===== src/rtl/bp_pkg.sv =====
// ---------------------------------------------------------------------------
// bp_pkg
// Shared definitions for the branch predictor table.
//   PC_IDX_LSB  : lowest PC bit used for the table index (word-aligned PCs)
//   STAT_W      : width of the performance statistics counters
//   ctr_init()  : reset value of a CTR_BITS-wide counter ("weakly taken",
//                 MSB set, all other bits clear)
// ---------------------------------------------------------------------------
package bp_pkg;

  localparam int PC_IDX_LSB = 2;
  localparam int STAT_W     = 32;

  function automatic int unsigned ctr_init(input int unsigned ctr_bits);
    return 32'd1 << (ctr_bits - 1);
  endfunction

endpackage : bp_pkg


===== src/rtl/bp_sat_ctr.sv =====
// ---------------------------------------------------------------------------
// bp_sat_ctr
// Combinational next-state of one saturating direction counter.
//   value      in  CTR_BITS  current counter value
//   taken      in  1         resolved outcome (1 = count up, 0 = count down)
//   next_value out CTR_BITS  updated value, clamped to [0, 2^CTR_BITS-1]
// ---------------------------------------------------------------------------
module bp_sat_ctr #(
  parameter int CTR_BITS = 2
) (
  input  logic [CTR_BITS-1:0] value,
  input  logic                taken,
  output logic [CTR_BITS-1:0] next_value
);

  always_comb begin
    // NOTE: default first so every path assigns next_value and no latch is inferred.
    next_value = value;
    if (taken) begin
      if (value != '1) next_value = value + 1'b1;
    end else begin
      if (value != '0) next_value = value - 1'b1;
    end
  end

endmodule : bp_sat_ctr


===== src/rtl/branch_predictor_table.sv =====
// ---------------------------------------------------------------------------
// branch_predictor_table
// Table of 2^INDEX_BITS saturating direction counters with a registered
// fetch-side lookup and an execute-side update port.
//
// Build option: define BP_GSHARE_EN to XOR a non-speculative global history
// register into the lookup index (gshare). Without it the predictor is pure
// bimodal and no history flops exist.
//
// Ports
//   clk, rst_n      clock, asynchronous active-low reset
//   lookup_valid    fetch requests a prediction this cycle
//   lookup_pc       PC of the fetched branch
//   pred_valid      registered, high one cycle after lookup_valid
//   pred_taken      registered prediction (counter MSB)
//   pred_index      registered table index, carried down the pipe to resolve
//   upd_valid       branch resolved this cycle
//   upd_index       index previously returned on pred_index
//   upd_taken       actual outcome
//   upd_pred        prediction that was made for this branch
//   mispredict_cnt  saturating count of updates with upd_taken != upd_pred
// ---------------------------------------------------------------------------
module branch_predictor_table
  import bp_pkg::*;
#(
  parameter int INDEX_BITS = 4,
  parameter int CTR_BITS   = 2,
  parameter int HIST_BITS  = 4
) (
  input  logic                  clk,
  input  logic                  rst_n,
  input  logic                  lookup_valid,
  input  logic [31:0]           lookup_pc,
  output logic                  pred_valid,
  output logic                  pred_taken,
  output logic [INDEX_BITS-1:0] pred_index,
  input  logic                  upd_valid,
  input  logic [INDEX_BITS-1:0] upd_index,
  input  logic                  upd_taken,
  input  logic                  upd_pred,
  output logic [STAT_W-1:0]     mispredict_cnt
);

  localparam int                DEPTH   = 1 << INDEX_BITS;
  localparam logic [CTR_BITS-1:0] CTR_RST = CTR_BITS'(ctr_init(CTR_BITS));

  logic [CTR_BITS-1:0]   table_q [DEPTH];
  logic [CTR_BITS-1:0]   ctr_next;
  logic [INDEX_BITS-1:0] pc_idx;
  logic [INDEX_BITS-1:0] lookup_idx;
  logic                  unused_pc_bits;

  assign pc_idx = lookup_pc[PC_IDX_LSB +: INDEX_BITS];

  // Only the index field of the PC matters; the rest is deliberately ignored.
  assign unused_pc_bits = ^{lookup_pc[31:PC_IDX_LSB+INDEX_BITS],
                            lookup_pc[PC_IDX_LSB-1:0]};

`ifdef BP_GSHARE_EN
  logic [HIST_BITS-1:0] ghr_q;

  // Lookup always hashes with the pre-shift history, even when an update
  // resolves on the same edge.
  assign lookup_idx = pc_idx ^ INDEX_BITS'(ghr_q);

  // History advances only on resolved branches (non-speculative). The cast
  // drops the oldest bit out of the top.
  always_ff @(posedge clk or negedge rst_n) begin
    if (!rst_n) begin
      ghr_q <= '0;
    end else if (upd_valid) begin
      ghr_q <= HIST_BITS'({ghr_q, upd_taken});
    end
  end
`else
  assign lookup_idx = pc_idx;
`endif

  // Single next-state calculator shared by all entries: only one counter
  // (the one at upd_index) can change per cycle.
  bp_sat_ctr #(
    .CTR_BITS (CTR_BITS)
  ) u_sat_ctr (
    .value      (table_q[upd_index]),
    .taken      (upd_taken),
    .next_value (ctr_next)
  );

  // Counter table: flops rather than RAM so every entry can be initialised
  // to weakly-taken by reset.
  always_ff @(posedge clk or negedge rst_n) begin
    if (!rst_n) begin
      // NOTE: this array is reset on purpose; a RAM macro could not do this,
      // so the table must stay as flops for the reset value to be defined.
      for (int i = 0; i < DEPTH; i++) table_q[i] <= CTR_RST;
    end else if (upd_valid) begin
      // NOTE: non-blocking, so a lookup on the same edge still sees the
      // pre-update counter (no bypass).
      table_q[upd_index] <= ctr_next;
    end
  end

  // Registered prediction. Index and direction hold when no lookup arrives.
  always_ff @(posedge clk or negedge rst_n) begin
    if (!rst_n) begin
      pred_valid <= 1'b0;
      pred_taken <= 1'b0;
      pred_index <= '0;
    end else begin
      pred_valid <= lookup_valid;
      if (lookup_valid) begin
        pred_index <= lookup_idx;
        pred_taken <= table_q[lookup_idx][CTR_BITS-1];
      end
    end
  end

  // Mispredict statistics, saturating at all-ones.
  always_ff @(posedge clk or negedge rst_n) begin
    if (!rst_n) begin
      mispredict_cnt <= '0;
    end else if (upd_valid && (upd_taken != upd_pred) && (mispredict_cnt != '1)) begin
      mispredict_cnt <= mispredict_cnt + 1'b1;
    end
  end

endmodule : branch_predictor_table

===== config.mk =====
export PLATFORM = sky130hd
export DESIGN_NAME = branch_predictor_table
export DESIGN_NICKNAME = d
export VERILOG_FILES = /design/src/rtl/bp_pkg.sv /design/src/rtl/bp_sat_ctr.sv /design/src/rtl/branch_predictor_table.sv
export SDC_FILE = /design/constraint.sdc
export NUM_CORES = 1
export LEC_CHECK = 0
export ABC_AREA = 1
export ABC_CLOCK_PERIOD_IN_PS = 2000
export BUFFER_PORTS_ARGS = -buffer_cell sky130_fd_sc_hd__buf_2
export CORE_UTILIZATION = 35
export CTS_CLUSTER_DIAMETER = 150
export CTS_CLUSTER_SIZE = 25
export DETAILED_ROUTE_END_ITERATION = 10
export PLACE_DENSITY = 0.54
export SETUP_SLACK_MARGIN = 0.5
export SYNTH_ARGS = -nofsm -noshare
export SYNTH_HDL_FRONTEND = slang
export SYNTH_HIERARCHICAL = 1
export SYNTH_SLANG_ARGS = --single-unit

===== constraint.sdc =====
create_clock -name clk -period 2 [get_ports clk]
set_input_delay 0 -clock clk [delete_from_list [all_inputs] [get_ports clk]]
set_output_delay 0 -clock clk [all_outputs]
set_load 0.01 [all_outputs]

==> results of run 1 <==
-- kinds of logic (layout without fill, tap and decap cells) --
| logic type | Yosys count | in the layout | share of synthesized area (%) |
|---|---|---|---|
| AO/OA/AOI/OAI | 59 | 59 | 7.74 |
| XOR/XNOR | 15 | 15 | 3.22 |
| adder cells (fa/ha/maj) | 1 | 1 | 0.307 |
| buffers and inverters | 52 | 189 | 5.71 |
| flip-flops | 70 | 70 | 43.5 |
| AND/OR/NAND/NOR | 386 | 387 | 39.5 |
-- per-stage QoR --
step | instances | utilization, % | cell area [um^2] | hold slack [ps] | setup WS [ps]
after floorplan | 583 | - | 4120 | -296 | 495
after global placement | 788 | 40.6 | 4610 | -55.3 | 185
after detailed placement | 788 | 40.6 | 4610 | -52.4 | 184
after CTS | 843 | 47.5 | 5400 | 61.7 | 419
after global routing | 864 | 51.3 | 5830 | 106 | 292
final | 864 | 51.3 | 5830 | 72.8 | 385
-- power groups by stage --
| stage | sequential, mW | combinational [mW] | clock (mW) |
|---|---|---|---|
| after global placement | 2.02 | 0.827 | 0 |
| after detailed placement | 2.03 | 0.841 | 0 |
| after global routing | 2.00 | 1.53 | 1.89 |
| after CTS | 1.98 | 1.19 | 1.81 |
| final | 1.98 | 1.40 | 1.78 |
| after floorplan | 1.97 | 0.572 | 0 |
-- registers in the layout, indices dropped and copies added (netlist names) --
name,count
mispredict_cnt,32
pred_valid,1
table_q,32
pred_index,4
pred_taken,1
-- layout make-up --
class	instances	area, um^2	area share, %
Clock buffer	11	243	4.16
Clock inverter	5	82.6	1.42
Inverter	44	200	3.43
Multi-Input combinational cell	462	2370	40.7
Sequential cell	70	1790	30.7
Tap cell	143	179	3.07
Timing Repair Buffer	127	946	16.2
Timing Repair inverter	2	22.5	0.386
-- synthesized netlist by cell type --
cell type	instances	area share, %
sky130_fd_sc_hd__a21oi_1	8	0.98
sky130_fd_sc_hd__a22oi_1	8	1.5
sky130_fd_sc_hd__buf_2	3	0.37
sky130_fd_sc_hd__buf_8	3	1.1
sky130_fd_sc_hd__clkbuf_1	2	0.18
sky130_fd_sc_hd__clkinv_1	1	0.092
sky130_fd_sc_hd__dfrtp_1	54	33
sky130_fd_sc_hd__dfstp_2	16	10
sky130_fd_sc_hd__ha_1	1	0.31
sky130_fd_sc_hd__inv_1	42	3.9
sky130_fd_sc_hd__inv_2	1	0.092
sky130_fd_sc_hd__nand2_1	267	25
sky130_fd_sc_hd__nand2_2	2	0.31
sky130_fd_sc_hd__nand2_4	2	0.55
sky130_fd_sc_hd__nand3_1	18	2.2
sky130_fd_sc_hd__nand3b_1	13	2.4
sky130_fd_sc_hd__nand4_1	8	1.2
sky130_fd_sc_hd__nor2_1	64	5.9
sky130_fd_sc_hd__nor2_2	6	0.92
sky130_fd_sc_hd__nor2_4	4	1.1
sky130_fd_sc_hd__nor3_1	1	0.12
sky130_fd_sc_hd__nor3b_1	1	0.18
sky130_fd_sc_hd__o21ai_0	41	5.0
sky130_fd_sc_hd__o21ai_1	2	0.25
sky130_fd_sc_hd__xnor2_1	9	1.9
sky130_fd_sc_hd__xor2_1	6	1.3
-- metal layers --
layer / global-route usage [%] / up-vias
met4: 9.90 / 0
met5: 0 / -
li1: - / 2112
met2: 32.9 / 86
met1: 29.5 / 2012
met3: 4.21 / 21
-- final timing paths --
path                                               from                             end  slack, ps  depth (start not counted)
worst min register to register   pred_taken$_DFFE_PN0P_          pred_taken$_DFFE_PN0P_        480                          2
worst min-delay path                       lookup_pc[3]       pred_index[1]$_DFFE_PN0P_         70                          3
max in group asynchronous                         rst_n         table_q[21]$_DFFE_PN1P_       1260                          3
min in group asynchronous                         rst_n  mispredict_cnt[21]$_DFFE_PN0P_        110                          2
worst max-delay path            table_q[15]$_DFFE_PN1P_         table_q[13]$_DFFE_PN1P_        390                         11
worst max register to register  table_q[15]$_DFFE_PN1P_         table_q[13]$_DFFE_PN1P_        390                         11
-- repair_timing --
action                     CTS  global route
pin swaps                   22            27
gates cloned                 1             5
setup endpoints to repair   56            64
resized for setup           57            77
buffers inserted            34            16
hold buffers                 4             0
hold endpoints to repair    58             0
-- critical path, delay by kind of cell, from the launching register on --
family	cells	cell delay, ps
buf+inv	3	330
flops	1	570
simple gates	5	370
compound gates	3	290
==> flow_summary.ini, run 1 <==
[clocking]
cts.htree.levels = 3
numCtsBuffers = 9
cts_sinks = 70
cts.reportedPaths.clkPinSlew_ps = 60
worstSkewPairLatency_ps = 350
tritoncts = yes
cts_buffer_depth = 2
clockRootBuffer = sky130_fd_sc_hd__clkbuf_16

[routing]
dr.max_layer_used = met4
detailed_route_wire_length_per_cell_um = 14.9
drc = 0
detail_route_met2_wl_mm = 6.05
routed_length_on_met3_um = 632
route.final.wire_length_mm = 12.9
routed_via_density = 4.90
detail_route.iter0.violations = 320
first_pass_iters = 5
route.vias.total = 4231
wl_met1_mm = 5.99
antenna_left = 0

[placement]
port_buffers = 51
hpwl_mm = 8.27
routability_cong = 0.873

[min_path]
hold_class = in -> reg

[power]
sw_frac_of_total_pct = 31.4
power.switching_mw = 1.62
p_per_area_mw_per_mm2 = 884
clkPwrFrac_pct = 34.6
pwr-share-seq_pct = 38.3
design_power_total_mw = 5.16
p_int_mw = 3.54
comb_power_share_pct = 27.1
peak_supply_drop_uv = 556
total_leakage_power_nw = 2.81

[worst_setup_path]
critPathArrivalTime_ps = 1900
critical_path_required_ps = 2280
worst_path_most_repeated_cell = sky130_fd_sc_hd__nand2_1
critical-path-max-stage-delay_ps = 570
crit_path_cell_trace = a22oi_1 -> nand2_1 -> nand2_1 -> nand2_1 -> inv_1 -> nand2_2 -> o21ai_2 -> nand2_2 -> clkinvlp_4 -> buf_6 -> a21oi_2
timing.critical_path.fanout_max = 6
worstSetupEndpointType = flip-flop
crit_path_start_kind = flip-flop
setup.worst_path.class = reg -> reg
crit_slowest_cell = sky130_fd_sc_hd__dfstp_2

[timing]
max_fclk_mhz = 619
setup_tns_ps = 0
post_route_fraction_of_the_period_consumed_by_the_critical_path_pct = 80.7
clock_skew_ps = 3.26
final-setup-viol-count = 0
timing.final.hold_violations = 0
slew_viol_final = 0
rsz0062_at_grt = true
slew-limit-headroom_pct = 58.5
post-route-min-period_ps = 1610
timing_worst_slew_pin_value_ps = 618

[synth]
synth.ff_latch_count = 70
synth_nets = 626
gate_count_after_technology_mapping = 583
post_synth_num_cell_types = 26
number_of_warnings_issued_by_yosys = 6
synth_sequential_area_ratio_pct = 43.5
syn_area_mm2 = 0.00407
synthesized_area_divided_by_synthesized_cell_count_um2 = 6.99

[global_route]
global_route.overflow_total = 0
grt_start_max_net_pins = 43
grt_first_pass_wirelength_mm = 19.4
via_count_of_the_first_global_routing_pass = 3889
grt_util_all_layers_pct = 21.6
antenna_found_initial = 0

[floorplanning]
die-width_um = 110
die-area_mm2 = 0.0121
coreArea_mm2 = 0.0114
floorplan_row_count = 39
floorplan.initialDensity_pct = 35.8
ios = 80
die_y_um = 110

[cells_and_area]
most_common_cell_after_layout_fill_and_taps_aside = sky130_fd_sc_hd__nand2_1
mostFrequentLayoutCells = sky130_fd_sc_hd__nand2_1, sky130_fd_sc_hd__buf_4, sky130_fd_sc_hd__nor2_1, sky130_fd_sc_hd__buf_2, sky130_fd_sc_hd__dfrtp_1
num-nets-final = 759
drive_gt1_share_pct = 36.1
areaGrowthSynthToFinish_pct = 43.2
antenna_cells = 0
fillers = 1110

[status]
status = complete, no violations

[job]
maxCapViolations = 0
Note: power is estimated with default switching activity, not from simulation.
==> run 2, diff against run 1 <==
Settings changed: ABC_CLOCK_PERIOD_IN_PS 2000 to 1400, PLACE_DENSITY 0.54 to 0.56.
Clock period 2 ns to 1.4 ns, I/O delays scaled along.
==> run 2 against run 1 <==
The run now ends with negative setup slack left. Clock skew rose by 1.4 ps. Clock power rose by 39%. First-iteration DRC count fell by 11%. Largest cell class unchanged. Non-clock buffer count rose by 58. Critical path depth did not move. Hold slack improved by 3.0 ps. Combinational power rose by 80%. Flip-flop and latch count did not move. Setup slack got worse by 530 ps. Via count rose by 8.2%. Count of clock-buffer cells in the layout rose by 1.
==> flow_summary.ini, run 2 (synthesis results as in run 1) <==
[job]
maxCapViolations = 0

[timing]
post-route-min-period_ps = 1540
clock_skew_ps = 4.68
timing.final.hold_violations = 0
max_fclk_mhz = 648
rsz0062_at_grt = true
slew-limit-headroom_pct = 64.5
timing.hold.ws_ps = 75.8
post_route_fraction_of_the_period_consumed_by_the_critical_path_pct = 110
slew_viol_final = 0
final.setup.worst_slack_ps = -143
timing_worst_slew_pin_value_ps = 528
final-setup-viol-count = 64

[cells_and_area]
areaGrowthSynthToFinish_pct = 66.7
post_layout_nonfiller_instances = 922
antenna_cells = 0
fillers = 974
mostFrequentLayoutCells = sky130_fd_sc_hd__nand2_1, sky130_fd_sc_hd__buf_6, sky130_fd_sc_hd__buf_4, sky130_fd_sc_hd__nand2_2
final_cell_utilization_of_the_core_pct = 59.7
num-nets-final = 817
reg_top3 = mispredict_cnt (32), table_q (32), pred_index (4)
most_common_cell_after_layout_fill_and_taps_aside = sky130_fd_sc_hd__nand2_1
drive_gt1_share_pct = 46.1

[worst_setup_path]
setup.worst_path.class = reg -> reg
critical_path_required_ps = 1630
rr_worst_depth = 11
timing.critical_path.fanout_max = 4
worstSetupEndpointType = flip-flop
critPathArrivalTime_ps = 1780
crit_path_start_kind = flip-flop

[status]
violations = negative setup slack
status = finished with violations

[placement]
pre_cts_slack_ps = -374
routability_cong = 0.897
number_of_placed_cells_counting_well_taps = 872
hpwl_mm = 9.21
port_buffers = 51

[global_route]
grt_util_all_layers_pct = 23.4
grt_first_pass_wirelength_mm = 21.2
global_route.usage.met3_pct = 3.38
grt_start_max_net_pins = 71
antenna_found_initial = 0
global_route.overflow_total = 0
use_met2_pct = 36.2
gr-usage-met1_pct = 32.7
grt.busiest_layer = met2
via_count_of_the_first_global_routing_pass = 4265

[routing]
route.final.wire_length_mm = 13.6
antenna_left = 0
detailed_route_wire_length_per_cell_um = 14.8
detail_route.iter0.violations = 285
routed_via_density = 4.96
route.vias.total = 4577
drc = 0
first_pass_iters = 5

[clocking]
cts_buffer_depth = 2
cts.htree.levels = 3
tritoncts = yes
cts.reportedPaths.clkPinSlew_ps = 60
cts_sinks = 70
worstSkewPairLatency_ps = 340
numCtsBuffers = 9
clockRootBuffer = sky130_fd_sc_hd__clkbuf_16

[floorplanning]
die-area_mm2 = 0.0121
floorplan_row_count = 39
coreArea_mm2 = 0.0114
floorplan.initialDensity_pct = 35.8
die_y_um = 110
die-width_um = 110
ios = 80

[power]
comb_power_share_pct = 32.4
pwr-share-seq_pct = 35.9
p_int_mw = 5.31
power.switching_mw = 2.46
design_power_total_mw = 7.77
peak_supply_drop_uv = 747
p_per_area_mw_per_mm2 = 1140
sw_frac_of_total_pct = 31.7
clkPwrFrac_pct = 31.7
total_leakage_power_nw = 3.24

[min_path]
hold_path_depth = 3
hold_class = in -> reg
-- run 2: critical path, cell delays in order (launching register included) --
cell and delay (ps):
sky130_fd_sc_hd__dfrtp_2 390, sky130_fd_sc_hd__buf_4 120, sky130_fd_sc_hd__buf_6 110, sky130_fd_sc_hd__nand3_4 80
sky130_fd_sc_hd__inv_4 90, sky130_fd_sc_hd__nand3b_1 210, sky130_fd_sc_hd__inv_1 130, sky130_fd_sc_hd__nand2_1 80
sky130_fd_sc_hd__nand2_1 70, sky130_fd_sc_hd__nand2_1 60, sky130_fd_sc_hd__nand2_2 60, sky130_fd_sc_hd__nand2_1 40
-- run 2: repair_timing --
action | in CTS | in global routing
buffers inserted | 12 | 14
hold buffers | 4 | 0
endpoints found under the setup margin | 97 | 97
pin swaps | 35 | 29
hold endpoints to repair | 58 | 0
cloned | 4 | 0
gates resized for setup | 151 | 65
-- run 2: power groups by stage --
stage / logic, mW / clock network (mW) / registers (mW)
final: 2.52 / 2.47 / 2.79
after global routing: 2.73 / 2.61 / 2.83
after CTS: 2.26 / 2.50 / 2.74
after detailed placement: 1.81 / 0 / 2.76
after global placement: 1.78 / 0 / 2.75
after floorplan: 0.924 / 0 / 2.83
-- run 2: path summary, 6_finish.rpt --
kind	start	to	slack, ps
setup / recovery	mispredict_cnt[0]$_DFFE_PN0P_	mispredict_cnt[25]$_DFFE_PN0P_	-140
hold / removal	lookup_pc[3]	pred_index[1]$_DFFE_PN0P_	80
setup reg to reg	mispredict_cnt[0]$_DFFE_PN0P_	mispredict_cnt[25]$_DFFE_PN0P_	-140
hold reg to reg	pred_index[0]$_DFFE_PN0P_	pred_index[0]$_DFFE_PN0P_	480
max in group asynchronous	rst_n	table_q[31]$_DFFE_PN1P_	840
min in group asynchronous	rst_n	mispredict_cnt[12]$_DFFE_PN0P_	200
-- run 2: stage by stage --
stage	instance area, um^2	TNS (ps)
floorplan	4190	-1810
global placement	5320	-10420
detailed placement	5320	-12550
CTS	6420	-3190
global route	6790	-10860
finish	6790	-5220
-- run 2: area by class of cell --
cell class / count / area (um^2) / area share, %
Clock buffer: 12 / 267 / 3.92
Clock inverter: 4 / 53.8 / 0.792
Inverter: 44 / 191 / 2.82
Multi-Input combinational cell: 461 / 2520 / 37.1
Sequential cell: 70 / 1780 / 26.3
Tap cell: 143 / 179 / 2.63
Timing Repair Buffer: 185 / 1760 / 25.9
Timing Repair inverter: 3 / 43.8 / 0.645
-- run 2: routing by layer --
layer,share of wire [%],wire length (um)
met5,0,0
met3,5.0,677
met2,47,6440
met1,46,6280
met4,1.8,250
==> run 3, diff against run 2 <==
Settings changed: ABC_CLOCK_PERIOD_IN_PS 1400 to 1730, GPL_TIMING_DRIVEN from default to 0, PLACE_DENSITY 0.56 to 0.54.
Clock period 1.4 ns to 1.73 ns, I/O delays scaled along.
==> run 3 against run 2 <==
The flow now finishes without violations. Critical path depth rose by 1. Global-route usage fell by 1.8 points. Flip-flop and latch count did not move. Via count fell by 4.9%. First-iteration DRC count fell by 25%. Hold slack improved by 21 ps. Fmax fell by 4.0%. Largest power group unchanged. Combinational power fell by 23%. Sequential power fell by 18%. Design area fell by 8.3%. Clock power fell by 12%. Utilization fell by 5.0 points.
==> flow_summary.ini, run 3 (synthesis results as in run 1) <==
[cells_and_area]
post_layout_nonfiller_instances = 864
drive_gt1_share_pct = 44.7
reg_top3 = mispredict_cnt (32), table_q (32), pred_index (4)
areaGrowthSynthToFinish_pct = 52.8
antenna_cells = 0
num-nets-final = 759
mostFrequentLayoutCells = sky130_fd_sc_hd__nand2_1, sky130_fd_sc_hd__buf_4, sky130_fd_sc_hd__nor2_1, sky130_fd_sc_hd__buf_2, sky130_fd_sc_hd__nand2_2
most_common_cell_after_layout_fill_and_taps_aside = sky130_fd_sc_hd__nand2_1

[routing]
route.final.wire_length_mm = 13.0
first_pass_iters = 5
route.vias.total = 4351
drc = 0
antenna_left = 0
detail_route.iter0.violations = 214
routed_via_density = 5.04
detailed_route_wire_length_per_cell_um = 15.1

[worst_setup_path]
cp-endpoint = mispredict_cnt[26]$_DFFE_PN0P_
crit_path_start_kind = flip-flop
critical_path_required_ps = 2010
worst_path_most_repeated_cell = sky130_fd_sc_hd__nand2_4
reg2reg_slack_ps = 120
crit_path_cell_trace = ha_4 -> inv_4 -> nor2_4 -> nand2_4 -> nor2_4 -> nand2_4 -> nand2_4 -> buf_8 -> buf_12 -> buf_8 -> nand2_1 -> nand2_1
worst_flop_to_flop_path_startpoint = mispredict_cnt[1]$_DFFE_PN0P_
crit-reg2reg-capture = mispredict_cnt[26]$_DFFE_PN0P_
cp-startpoint = mispredict_cnt[1]$_DFFE_PN0P_
critical-path-max-stage-delay_ps = 390
crit_slowest_cell = sky130_fd_sc_hd__dfrtp_2
setup.worst_path.class = reg -> reg
worstSetupEndpointType = flip-flop
timing.critical_path.fanout_max = 7
rr_worst_depth = 12
critPathArrivalTime_ps = 1890

[power]
peak_supply_drop_uv = 549
p_per_area_mw_per_mm2 = 1030
total_leakage_power_nw = 2.98

[clocking]
clockRootBuffer = sky130_fd_sc_hd__clkbuf_16
cts.htree.levels = 3
worstSkewPairLatency_ps = 350
tritoncts = yes
numCtsBuffers = 9
cts_buffer_depth = 2
cts_sinks = 70
cts.reportedPaths.clkPinSlew_ps = 60

[floorplanning]
ios = 80
coreArea_mm2 = 0.0114
die-width_um = 110
die-area_mm2 = 0.0121
floorplan_row_count = 39
die_y_um = 110
floorplan.initialDensity_pct = 35.8

[timing]
post-route-min-period_ps = 1610
timing.final.hold_violations = 0
timing_worst_slew_pin_value_ps = 899
final.setup.worst_slack_ps = 122
post_route_fraction_of_the_period_consumed_by_the_critical_path_pct = 93.0
rsz0062_at_grt = true
timing.hold.ws_ps = 96.7
clock_skew_ps = 9.60
slew_viol_final = 0
slew-limit-headroom_pct = 40.0
max_fclk_mhz = 622
final-setup-viol-count = 0

[placement]
hpwl_mm = 8.37
pre_cts_slack_ps = -268
port_buffers = 50
number_of_placed_cells_counting_well_taps = 776
routability_cong = 0.894

[global_route]
grt_first_pass_wirelength_mm = 19.6
antenna_found_initial = 0
via_count_of_the_first_global_routing_pass = 3889
global_route.overflow_total = 0
grt_start_max_net_pins = 71
grt_util_all_layers_pct = 21.6

[job]
maxCapViolations = 0

[min_path]
hold_class = in -> reg
hold_path.startpoint = lookup_pc[4]

[status]
status = complete, no violations
## run 3: cell count changes in the layout (fill, tap and decap cells not counted), sizes merged
| cell | delta |
|---|---|
| dlygate4sd3 | -1 |
| clkbuf | +1 |
| inv | -1 |
| clkinvlp | -2 |
| bufinv | +2 |
| buf | -59 |
| clkinv | +2 |
## run 3: critical path, delay by kind of cell, from the launching register on
kind	cells	cell delay, ps
adders and majority gates	1	160
and+or+nand+nor	7	550
DFF	1	390
buffers and inverters	4	420
## run 3: area by class of cell
| cell class | count | area, um^2 |
|---|---|---|
| Buffer | 8 | 130 |
| Inverter | 44 | 193 |
| Sequential cell | 70 | 1800 |
| Multi-Input combinational cell | 461 | 2600 |
| Fill cell | 1070 | 5140 |
| Tap cell | 143 | 179 |
| Clock buffer | 9 | 225 |
| Timing Repair Buffer | 121 | 966 |
| Timing Repair inverter | 1 | 11.3 |
| Clock inverter | 7 | 121 |
## run 3: how the worst min path moves through the flow
stage                                          to  slack, ps  cells after the start
floorplan           mispredict_cnt[0]$_DFFE_PN0P_       -300                      0
global placement             pred_valid$_DFF_PN0_        150                      1
detailed placement           pred_valid$_DFF_PN0_        140                      1
CTS                     pred_index[2]$_DFFE_PN0P_         80                      3
global route            pred_index[2]$_DFFE_PN0P_        110                      3
finish                  pred_index[2]$_DFFE_PN0P_        100                      3
## run 3: through the flow
step	util [%]	cell area, um^2	TNS [ps]	power (mW)
final	54.7	6220	0	6.41
after CTS	49.8	5660	0	6.13
after global placement	40.6	4620	-3880	3.39
after detailed placement	40.6	4620	-4280	3.43
after floorplan	-	4190	0	3.04
after global routing	54.7	6220	0	6.70
## run 3: report_power, final
part           total [mW]  internal (mW)  switching, mW
clock                2.17           1.42          0.759
sequential           2.30           2.03          0.270
combinational        1.94          0.958          0.984
## run 3: per-layer routing
layer	vias up	wire length [um]	global-route usage, %
met2	106	6120	33.0
met5	-	0	0
met4	0	256	9.05
met3	22	623	3.79
li1	2115	-	-
met1	2108	6030	30.1
## run 3: what timing repair did
action / 4_1_cts / 5_1_grt
cloned: 6 / 0
hold endpoints to repair: 57 / 0
resized for setup: 87 / 82
pin swaps: 26 / 34
endpoints found under the setup margin: 64 / 65
hold buffers: 3 / 0
setup buffers: 29 / 34
